$ cat src/rtl/seq_pkg.sv
// seq_pkg: shared definitions for the serial pattern transmitter (seq_gen),
// its detector counterpart (seq_detect) and their benches.
//   seq_state_e : 1-bit transmitter state encoding (ST_IDLE / ST_SHIFT)
//   SEQ_WIDTH   : default word width shared by all users
package seq_pkg;

  typedef enum logic {
    ST_IDLE  = 1'b0,
    ST_SHIFT = 1'b1
  } seq_state_e;

  localparam int SEQ_WIDTH = 32;

endpackage : seq_pkg

$ cat src/rtl/seq_gen_if.sv
// seq_gen_if: word-load handshake and serial output bundle of seq_gen.
//   load       word-valid from the source
//   data_in    WIDTH-bit word, MSB transmitted first
//   abort      synchronous cancel of the word being shifted
//   ready      transmitter can accept a word this cycle
//   dout       serial data
//   dout_valid dout carries a word bit
//   last       dout carries bit 0 of a word
// Modports: master = word source / serial sink, slave = transmitter.
interface seq_gen_if #(
  parameter int WIDTH = seq_pkg::SEQ_WIDTH
);

  logic             load;
  logic [WIDTH-1:0] data_in;
  logic             abort;
  logic             ready;
  logic             dout;
  logic             dout_valid;
  logic             last;

  modport master (
    output load, data_in, abort,
    input  ready, dout, dout_valid, last
  );

  modport slave (
    input  load, data_in, abort,
    output ready, dout, dout_valid, last
  );

endinterface : seq_gen_if

$ cat src/rtl/seq_gen.sv
// seq_gen: serial pattern transmitter.
// Accepts a WIDTH-bit word over a load/ready handshake and shifts it out
// MSB-first on dout, one bit per clk. A word loaded on the last-bit cycle
// follows immediately with no bubble.
// Ports:
//   clk    rising-edge clock
//   rst_n  asynchronous active-low reset
//   bus    seq_gen_if.slave (load, data_in, abort in; ready, dout,
//          dout_valid, last out)
module seq_gen
  import seq_pkg::*;
#(
  parameter int   WIDTH      = SEQ_WIDTH,
  parameter logic IDLE_LEVEL = 1'b0
) (
  input  logic      clk,
  input  logic      rst_n,
  seq_gen_if.slave  bus
);

  localparam int              CNT_W    = (WIDTH > 2) ? $clog2(WIDTH) : 1;
  localparam logic [CNT_W-1:0] CNT_LAST = CNT_W'(WIDTH - 1);

  seq_state_e       state_r;
  logic [WIDTH-1:0] shreg_r;
  logic [CNT_W-1:0] cnt_r;
  logic             dout_r;
  logic             dout_valid_r;
  logic             last_r;

  logic             at_last_s;
  logic             ready_s;
  logic             abort_s;
  logic             accept_s;

  // Handshake decode: ready depends only on state and counter, never on load.
  always_comb begin
    at_last_s = (cnt_r == CNT_LAST);
    ready_s   = 1'b0;
    if (state_r == ST_IDLE) begin
      ready_s = 1'b1;
    end else begin
      ready_s = at_last_s;
    end
    // abort only matters while a word is in flight, and it masks a
    // simultaneous load on the last-bit cycle.
    abort_s  = bus.abort && (state_r == ST_SHIFT);
    accept_s = bus.load && ready_s && !abort_s;
  end

  // FSM, shift register, bit counter and registered serial outputs.
  // shreg_r[WIDTH-1] always mirrors the bit currently on dout.
  always_ff @(posedge clk or negedge rst_n) begin
    if (!rst_n) begin
      state_r      <= ST_IDLE;
      shreg_r      <= '0;
      cnt_r        <= '0;
      dout_r       <= IDLE_LEVEL;
      dout_valid_r <= 1'b0;
      last_r       <= 1'b0;
    end else if (abort_s) begin
      state_r      <= ST_IDLE;
      shreg_r      <= '0;
      cnt_r        <= '0;
      dout_r       <= IDLE_LEVEL;
      dout_valid_r <= 1'b0;
      last_r       <= 1'b0;
    end else if (accept_s) begin
      state_r      <= ST_SHIFT;
      shreg_r      <= bus.data_in;
      cnt_r        <= '0;
      dout_r       <= bus.data_in[WIDTH-1];
      dout_valid_r <= 1'b1;
      last_r       <= 1'b0;
    end else if (state_r == ST_SHIFT) begin
      if (at_last_s) begin
        state_r      <= ST_IDLE;
        shreg_r      <= '0;
        cnt_r        <= '0;
        dout_r       <= IDLE_LEVEL;
        dout_valid_r <= 1'b0;
        last_r       <= 1'b0;
      end else begin
        shreg_r      <= {shreg_r[WIDTH-2:0], 1'b0};
        cnt_r        <= cnt_r + CNT_W'(1);
        dout_r       <= shreg_r[WIDTH-2];
        dout_valid_r <= 1'b1;
        last_r       <= ((cnt_r + CNT_W'(1)) == CNT_LAST);
      end
    end else begin
      state_r      <= state_r;
      shreg_r      <= shreg_r;
      cnt_r        <= cnt_r;
      dout_r       <= dout_r;
      dout_valid_r <= dout_valid_r;
      last_r       <= last_r;
    end
  end

  assign bus.ready      = ready_s;
  assign bus.dout       = dout_r;
  assign bus.dout_valid = dout_valid_r;
  assign bus.last       = last_r;

endmodule : seq_gen

$ cat src/flat_wrapper.sv
// flat-port wrapper written by rule: the top's interface ports become plain ports
module seq_gen_flat import seq_pkg::*;
#(
  parameter int   WIDTH      = SEQ_WIDTH,
  parameter logic IDLE_LEVEL = 1'b0
)
  (clk, rst_n, bus_load, bus_data_in, bus_abort, bus_ready, bus_dout, bus_dout_valid, bus_last);
  seq_gen_if #(.WIDTH(WIDTH)) bus_i ();
  input  logic clk;
  input  logic rst_n;
  input wire logic [$bits(bus_i.load)-1:0] bus_load;
  input wire logic [$bits(bus_i.data_in)-1:0] bus_data_in;
  input wire logic [$bits(bus_i.abort)-1:0] bus_abort;
  output wire logic [$bits(bus_i.ready)-1:0] bus_ready;
  output wire logic [$bits(bus_i.dout)-1:0] bus_dout;
  output wire logic [$bits(bus_i.dout_valid)-1:0] bus_dout_valid;
  output wire logic [$bits(bus_i.last)-1:0] bus_last;
  assign bus_i.load = bus_load;
  assign bus_i.data_in = bus_data_in;
  assign bus_i.abort = bus_abort;
  assign bus_ready = bus_i.ready;
  assign bus_dout = bus_i.dout;
  assign bus_dout_valid = bus_i.dout_valid;
  assign bus_last = bus_i.last;
  seq_gen #(.WIDTH(WIDTH), .IDLE_LEVEL(IDLE_LEVEL)) u_core (.clk(clk), .rst_n(rst_n), .bus(bus_i));
endmodule
$ cat config.mk
export PLATFORM = sky130hd
export DESIGN_NAME = seq_gen_flat
export DESIGN_NICKNAME = d
export VERILOG_FILES = /design/src/rtl/seq_pkg.sv /design/src/rtl/seq_gen_if.sv /design/src/rtl/seq_gen.sv /design/src/flat_wrapper.sv
export SDC_FILE = /design/constraint.sdc
export NUM_CORES = 1
export LEC_CHECK = 0
export BUFFER_PORTS_ARGS = -buffer_cell sky130_fd_sc_hd__buf_2
export CAP_MARGIN = 20
export CORE_ASPECT_RATIO = 1.75
export CORE_MARGIN = 2
export CORE_UTILIZATION = 36
export DETAILED_ROUTE_END_ITERATION = 10
export MAX_ROUTING_LAYER = met4
export PLACE_DENSITY = 0.56
export SLEW_MARGIN = 10
export SYNTH_ARGS = -nofsm -noshare
export SYNTH_HDL_FRONTEND = slang
export SYNTH_SLANG_ARGS = --single-unit
$ cat constraint.sdc
create_clock -name clk -period 5.4 [get_ports clk]
set_input_delay 0.27 -clock clk [delete_from_list [all_inputs] [get_ports clk]]
set_output_delay 0.27 -clock clk [all_outputs]
set_load 0.05 [all_outputs]
* Yosys cells after proc, flatten, opt, wreduce, memory -nomap -nowiden
Index checks and enable logic that the tools add are counted.
** Word-level totals
- Register bits :: 40
- Input port bits :: 36
- Output and inout port bits :: 4
** Cells by class
- $add $sub $neg :: 1
- Equality and inequality tests :: 2
- Mux-type cells :: 24
- Reductions and logical operators :: 5
** Operator list (number)
- 31-bit two-way mux :: 4
- 5-bit two-way mux :: 4
- 1-bit two-way mux :: 16
- 5-bit == test, second input constant :: 2
- 5-bit by 1-bit adder with 5-bit output, second input constant :: 1
- 1-bit logical AND :: 3
- 3-bit nonzero test :: 1
- 1-bit zero test :: 1

* Logic depth before layout (Yosys ltp)
- Depth in word-level cells :: 6
- Mapped depth :: 7

* Least setup slack after synthesis
Ideal clock, no wire load.
- Path type :: register -> register
- From :: reg u_core.cnt_r[1]
- To :: reg u_core.dout_valid_r (netlist: u_core.bus.dout_valid)
- Library setup time :: 83 ps
- Data arrival time :: 1845 ps
- Path slack :: 3472 ps
- Cell stages (with the launch flop) :: 7
- Period minus slack after synthesis :: 1928 ps
- Cells stage by stage :: dfrtp_1 -> ha_1 -> and3_1 -> ha_1 -> nand2b_1 -> nor2b_1 -> o21ai_0
** Between the ends
- Longest elaborated chain between the ends :: 6
- Elaborated cells on any way between the ends :: 9
- Classes of those cells :: eq/ne (1); mux (5); reduce/logical (3)
** RTL lines
- start: declaration :: RTL line seq_gen.sv:26 : logic [CNT_W-1:0] cnt_r;
- start signal: assignment :: RTL line seq_gen.sv:85 : cnt_r <= cnt_r + CNT_W'(1);
- start signal: assignment :: RTL line seq_gen.sv:93 : cnt_r <= cnt_r;
- 5-bit == test * :: RTL line seq_gen.sv:38 : at_last_s = (cnt_r == CNT_LAST);
- 1-bit two-way mux * :: RTL line seq_gen.sv:40 : if (state_r == ST_IDLE) begin
- named net bus_ready :: RTL line flat_wrapper.sv:14 : output wire logic [$bits(bus_i.ready)-1:0] bus_ready;
- 1-bit logical AND * (2 in a row) :: RTL line seq_gen.sv:48 : accept_s = bus.load && ready_s && !abort_s;
- 1-bit two-way mux :: RTL line seq_gen.sv:68 : end else if (accept_s) begin
- 1-bit two-way mux :: RTL line seq_gen.sv:61 : end else if (abort_s) begin
- end signal: assignment :: RTL line seq_gen.sv:95 : dout_valid_r <= dout_valid_r;
- end: declaration :: RTL line seq_gen.sv:28 : logic dout_valid_r;
Mark *: on every way through the listed nets, which the timed path passes. The rest lies on a longest branch. The select of a mux whose other input is x is not followed.
A chain may end at the register's enable or synchronous reset.

* Worst setup path after layout
- From :: reg u_core.cnt_r[1]
- To :: reg u_core.shreg_r[27]
** Between the ends
- Longest elaborated chain between the ends :: 6
- Elaborated cells on any way between the ends :: 9
- Classes of those cells :: eq/ne (1); mux (5); reduce/logical (3)
** RTL lines
- 5-bit == test * :: RTL line seq_gen.sv:38
- 1-bit two-way mux :: RTL line seq_gen.sv:40
- 1-bit logical AND (2 in a row) :: RTL line seq_gen.sv:48
- 31-bit two-way mux :: RTL line seq_gen.sv:68
- 31-bit two-way mux :: RTL line seq_gen.sv:61
- end signal: assignment :: RTL line seq_gen.sv:70 : shreg_r <= bus.data_in;
- end signal: assignment :: RTL line seq_gen.sv:84 : shreg_r <= {shreg_r[WIDTH-2:0], 1'b0};
- end signal: assignment :: RTL line seq_gen.sv:92 : shreg_r <= shreg_r;
- end: declaration :: RTL line seq_gen.sv:25 : logic [WIDTH-1:0] shreg_r;
Mark *: on every way between the ends. The rest lies on a longest branch, timed or not. The select of a mux whose other input is x is not followed.

==> metrics.md <==
| Metric | Value |
|---|---|
| Status | `complete, no violations` |
| Worst setup skew after layout | `0.00851 ns` |
| Most used cells in the layout excluding fill and tap cells | `sky130_fd_sc_hd__dfrtp_1, sky130_fd_sc_hd__buf_2, sky130_fd_sc_hd__a22o_1` |
| H-tree depth | `2` |
| Arrival @ worst endpoint | `2.41 ns` |
| N_diodes | `0` |
| Unique masters post-synth | `27` |
| Worst setup SP type | `flop` |
| Starting utilization of the core area | `37.1%` |
| Post-route minimum period | `2.19 ns` |
| First-pass GRT wire length | `7250 um` |
| Area delta synth->final | `16.7%` |
| Number of max-cap violations | `0` |
| Clock latency reported for the late side of the worst-skew pair | `0.30 ns` |
| Cells taking the most area after synthesis | `sky130_fd_sc_hd__dfrtp_1, sky130_fd_sc_hd__a22o_1, sky130_fd_sc_hd__a21o_1` |
| Type of the worst setup path | `reg2reg` |
| Remaining design rule violation count | `0` |
| Area share of the largest cell type after synthesis | `51.3%` |
| Number of global-route vias before repair | `1,563` |
| Largest net degree at the start of global routing | `41` |
| Net Sw Frac | `28.5%` |
| Overflow left after global routing | `0` |
| Setup TNS | `0 ns` |
| Hold-fix buffers, CTS | `0` |
| Achievable frequency | `0.456 GHz` |
| Period utilisation layout | `40.6%` |
| Full die area | `0.00605 sq mm` |
| CTS sink cnt | `40` |
| Worst reg-to-reg path cell count | `7` |
| Post-synthesis sequential area ratio | `51.3%` |
| CTS resizes | `0` |
| Starting DRT DRC Count | `41` |
| Die Span Y | `101 um` |
| Slew at the pin with the worst max-slew slack | `0.905 ns` |
| Share of post-route cells with drive strength above 1 | `22.4%` |
| Buffer count from post-CTS setup fixing | `0` |
| Filler instances | `536` |
| Synthesized instance count | `196` |
| Internal cell power | `549 uW` |
| Max FO, Critical Path | `23` |
| Number of placed cells counting well taps | `279` |
| Avg Inst Size Synth | `9.95 sq um` |
| Detailed-route vias per instance | `5.43` |
| Max IR drop VDD | `0.000181 V` |
| Syn. warnings | `0` |
| Router iterations before antenna repair | `4` |
| Antenna violations before repair | `0` |
| Unrepaired setup endpoints after global routing | `false` |
| Library cell occupying the most area in the post-synthesis netlist | `sky130_fd_sc_hd__dfrtp_1` |
| Share of power burned in registers | `49.5%` |
| Total power | `768 uW` |
| Site Rows | `35` |
| Portion of total power attributed to the clock network | `31.8%` |
| Pwr per Cell Area | `337 mW/mm^2` |
| NetSw | `219 uW` |
| Vias after detailed routing | `1,557` |
| Number of nets in the synthesized netlist | `235` |
| Layout Cells excl Fill | `287` |
| Worst setup EP type | `flop` |
| Worst reg2reg startpoint | `u_core.cnt_r[1]$_DFFE_PN0P_` |
| Antenna violation net count after detailed routing | `0` |
| CP required | `5.61 ns` |
| Cell Area, Synth | `0.00195 sq mm` |
| Storage element area | `0.00100 sq mm` |
| Area of the multi-input gates | `821 sq um` |
| Leakage power summed over all cells | `1.28 nW` |
| Number of failing setup endpoints in the final timing report | `0` |
| Endpoints failing hold | `0` |
| Post-synth ARST share | `100%` |
| CTS Root Buffer Type | `sky130_fd_sc_hd__clkbuf_8` |
| Met1 usage | `20.2%` |
| Yosys reg bits | `40` |
| Clock tree from TritonCTS | `done` |
| Slew HR | `39.7%` |
| Routed wire length | `4280 um` |
| Post-DP HPWL | `2920 um` |
| Input/output buffers | `39` |
| Buffer depth of the longest clock path | `2` |
| Mean routed wirelength per cell | `14.9 um` |
| Clk slew on worst S/H paths | `0.09 ns` |
| Fin. max-slew vios | `0` |
| Final net count | `270` |
| Met2 Use GR | `26.0%` |
| Combined global-route utilization of all metal layers | `16.1%` |
| Peak-usage layer in the global routing report | `met2` |
| Most frequently used flop master after synthesis | `sky130_fd_sc_hd__dfrtp_1` |
| Final weighted congestion of routability-driven global placement | `0.838` |
| Most frequent standard cell in the layout excluding fill and tap cells | `sky130_fd_sc_hd__dfrtp_1` |
| Combinational Power Share | `18.7%` |
| Die width | `59.6 um` |
| Met3 Resource Use GR | `2.81%` |
| Launching instance or port of the critical path | `u_core.cnt_r[1]$_DFFE_PN0P_` |
| Type of the tightest min-delay check | `in2async` |
| Area of the core region | `0.00526 sq mm` |
| Number of buffers created by CTS | `5` |
| EDFF count, synth | `0` |
| Number of primary I/O pins | `40` |
## flip-flops by register name, summed over array words and instances (netlist names)
| signal | flops |
|---|---|
| u_core.cnt_r | 5 |
| u_core.bus.dout_valid | 1 |
| u_core.state_r | 1 |
| u_core.shreg_r | 31 |
| u_core.bus.last | 1 |
| u_core.bus.dout | 1 |
## per-stage QoR
step	setup slack [ns]	area, sq um	utilization [%]	hold slack (ns)
after global placement	3.25	2160	41.2	0.459
after floorplan	3.47	1950	-	-0.0256
after global routing	3.04	2280	43.3	0.163
after detailed placement	3.22	2160	41.2	0.448
final	3.21	2280	43.3	0.0921
after CTS	3.20	2280	43.3	0.127
## path summary, 6_finish.rpt
path | endpoint | slack, ns
setup / recovery | u_core.shreg_r[27]$_DFFE_PN0P_ | 3.21
hold / removal | u_core.shreg_r[23]$_DFFE_PN0P_ | 0.09
setup reg to reg | u_core.shreg_r[27]$_DFFE_PN0P_ | 3.21
hold reg to reg | u_core.bus.dout_valid$_DFFE_PN0P_ | 0.50
max in group asynchronous | u_core.state_r$_DFF_PN0_ | 4.73
min in group clk | u_core.shreg_r[14]$_DFFE_PN0P_ | 0.16
## cell usage after synthesis (all sizes together), types with 2 or more instances
master,instances
a21o,16
a21oi,17
a22o,31
a32o,2
buf,11
clkbuf,2
dfrtp,40
ha,3
inv,17
nand2,21
nand2b,2
nand3,2
nand3b,2
nor2,16
o21ai,3
xor2,2
## final cells by class
class / count / share of cell area (%)
Sequential cell: 40 / 44.0
Clock inverter: 3 / 1.87
Inverter: 17 / 2.80
Tap cell: 55 / 3.02
Multi-Input combinational cell: 126 / 36.1
Clock buffer: 5 / 3.02
Timing Repair Buffer: 41 / 9.24
## per-layer routing
metal / vias to the layer above / part of all wire [%]
met3: 4 / 3.8
met5: - / 0
met4: 0 / 1.2
met2: 34 / 53
met1: 769 / 42
li1: 750 / -
## power groups by stage
stage	clock network [mW]	logic (mW)	registers (mW)
2_1_floorplan	0	0.105	0.380
3_3_place_gp	0	0.144	0.386
3_5_place_dp	0	0.146	0.386
4_1_cts	0.252	0.147	0.381
5_1_grt	0.265	0.162	0.388
6_report	0.244	0.143	0.380
## kinds of logic (layout without fill, tap and decap cells)
kind of cell | after synthesis | after routing | share of synthesized area (%)
fa+ha+maj | 3 | 3 | 1.92
xor+xnor | 2 | 2 | 0.898
simple gates | 49 | 49 | 11.6
buf+inv | 30 | 66 | 6.61
compound gates | 72 | 72 | 27.6
flops | 40 | 40 | 51.3
## worst max-delay path, stage by stage, from the launching register on
cell	delay, ns
sky130_fd_sc_hd__dfrtp_1	0.41
sky130_fd_sc_hd__ha_1	0.21
sky130_fd_sc_hd__and3_1	0.18
sky130_fd_sc_hd__ha_1	0.27
sky130_fd_sc_hd__nor3b_4	0.45
sky130_fd_sc_hd__buf_4	0.35
sky130_fd_sc_hd__nand2_1	0.08
sky130_fd_sc_hd__a21oi_1	0.16
(Power assumes the default switching activity.)
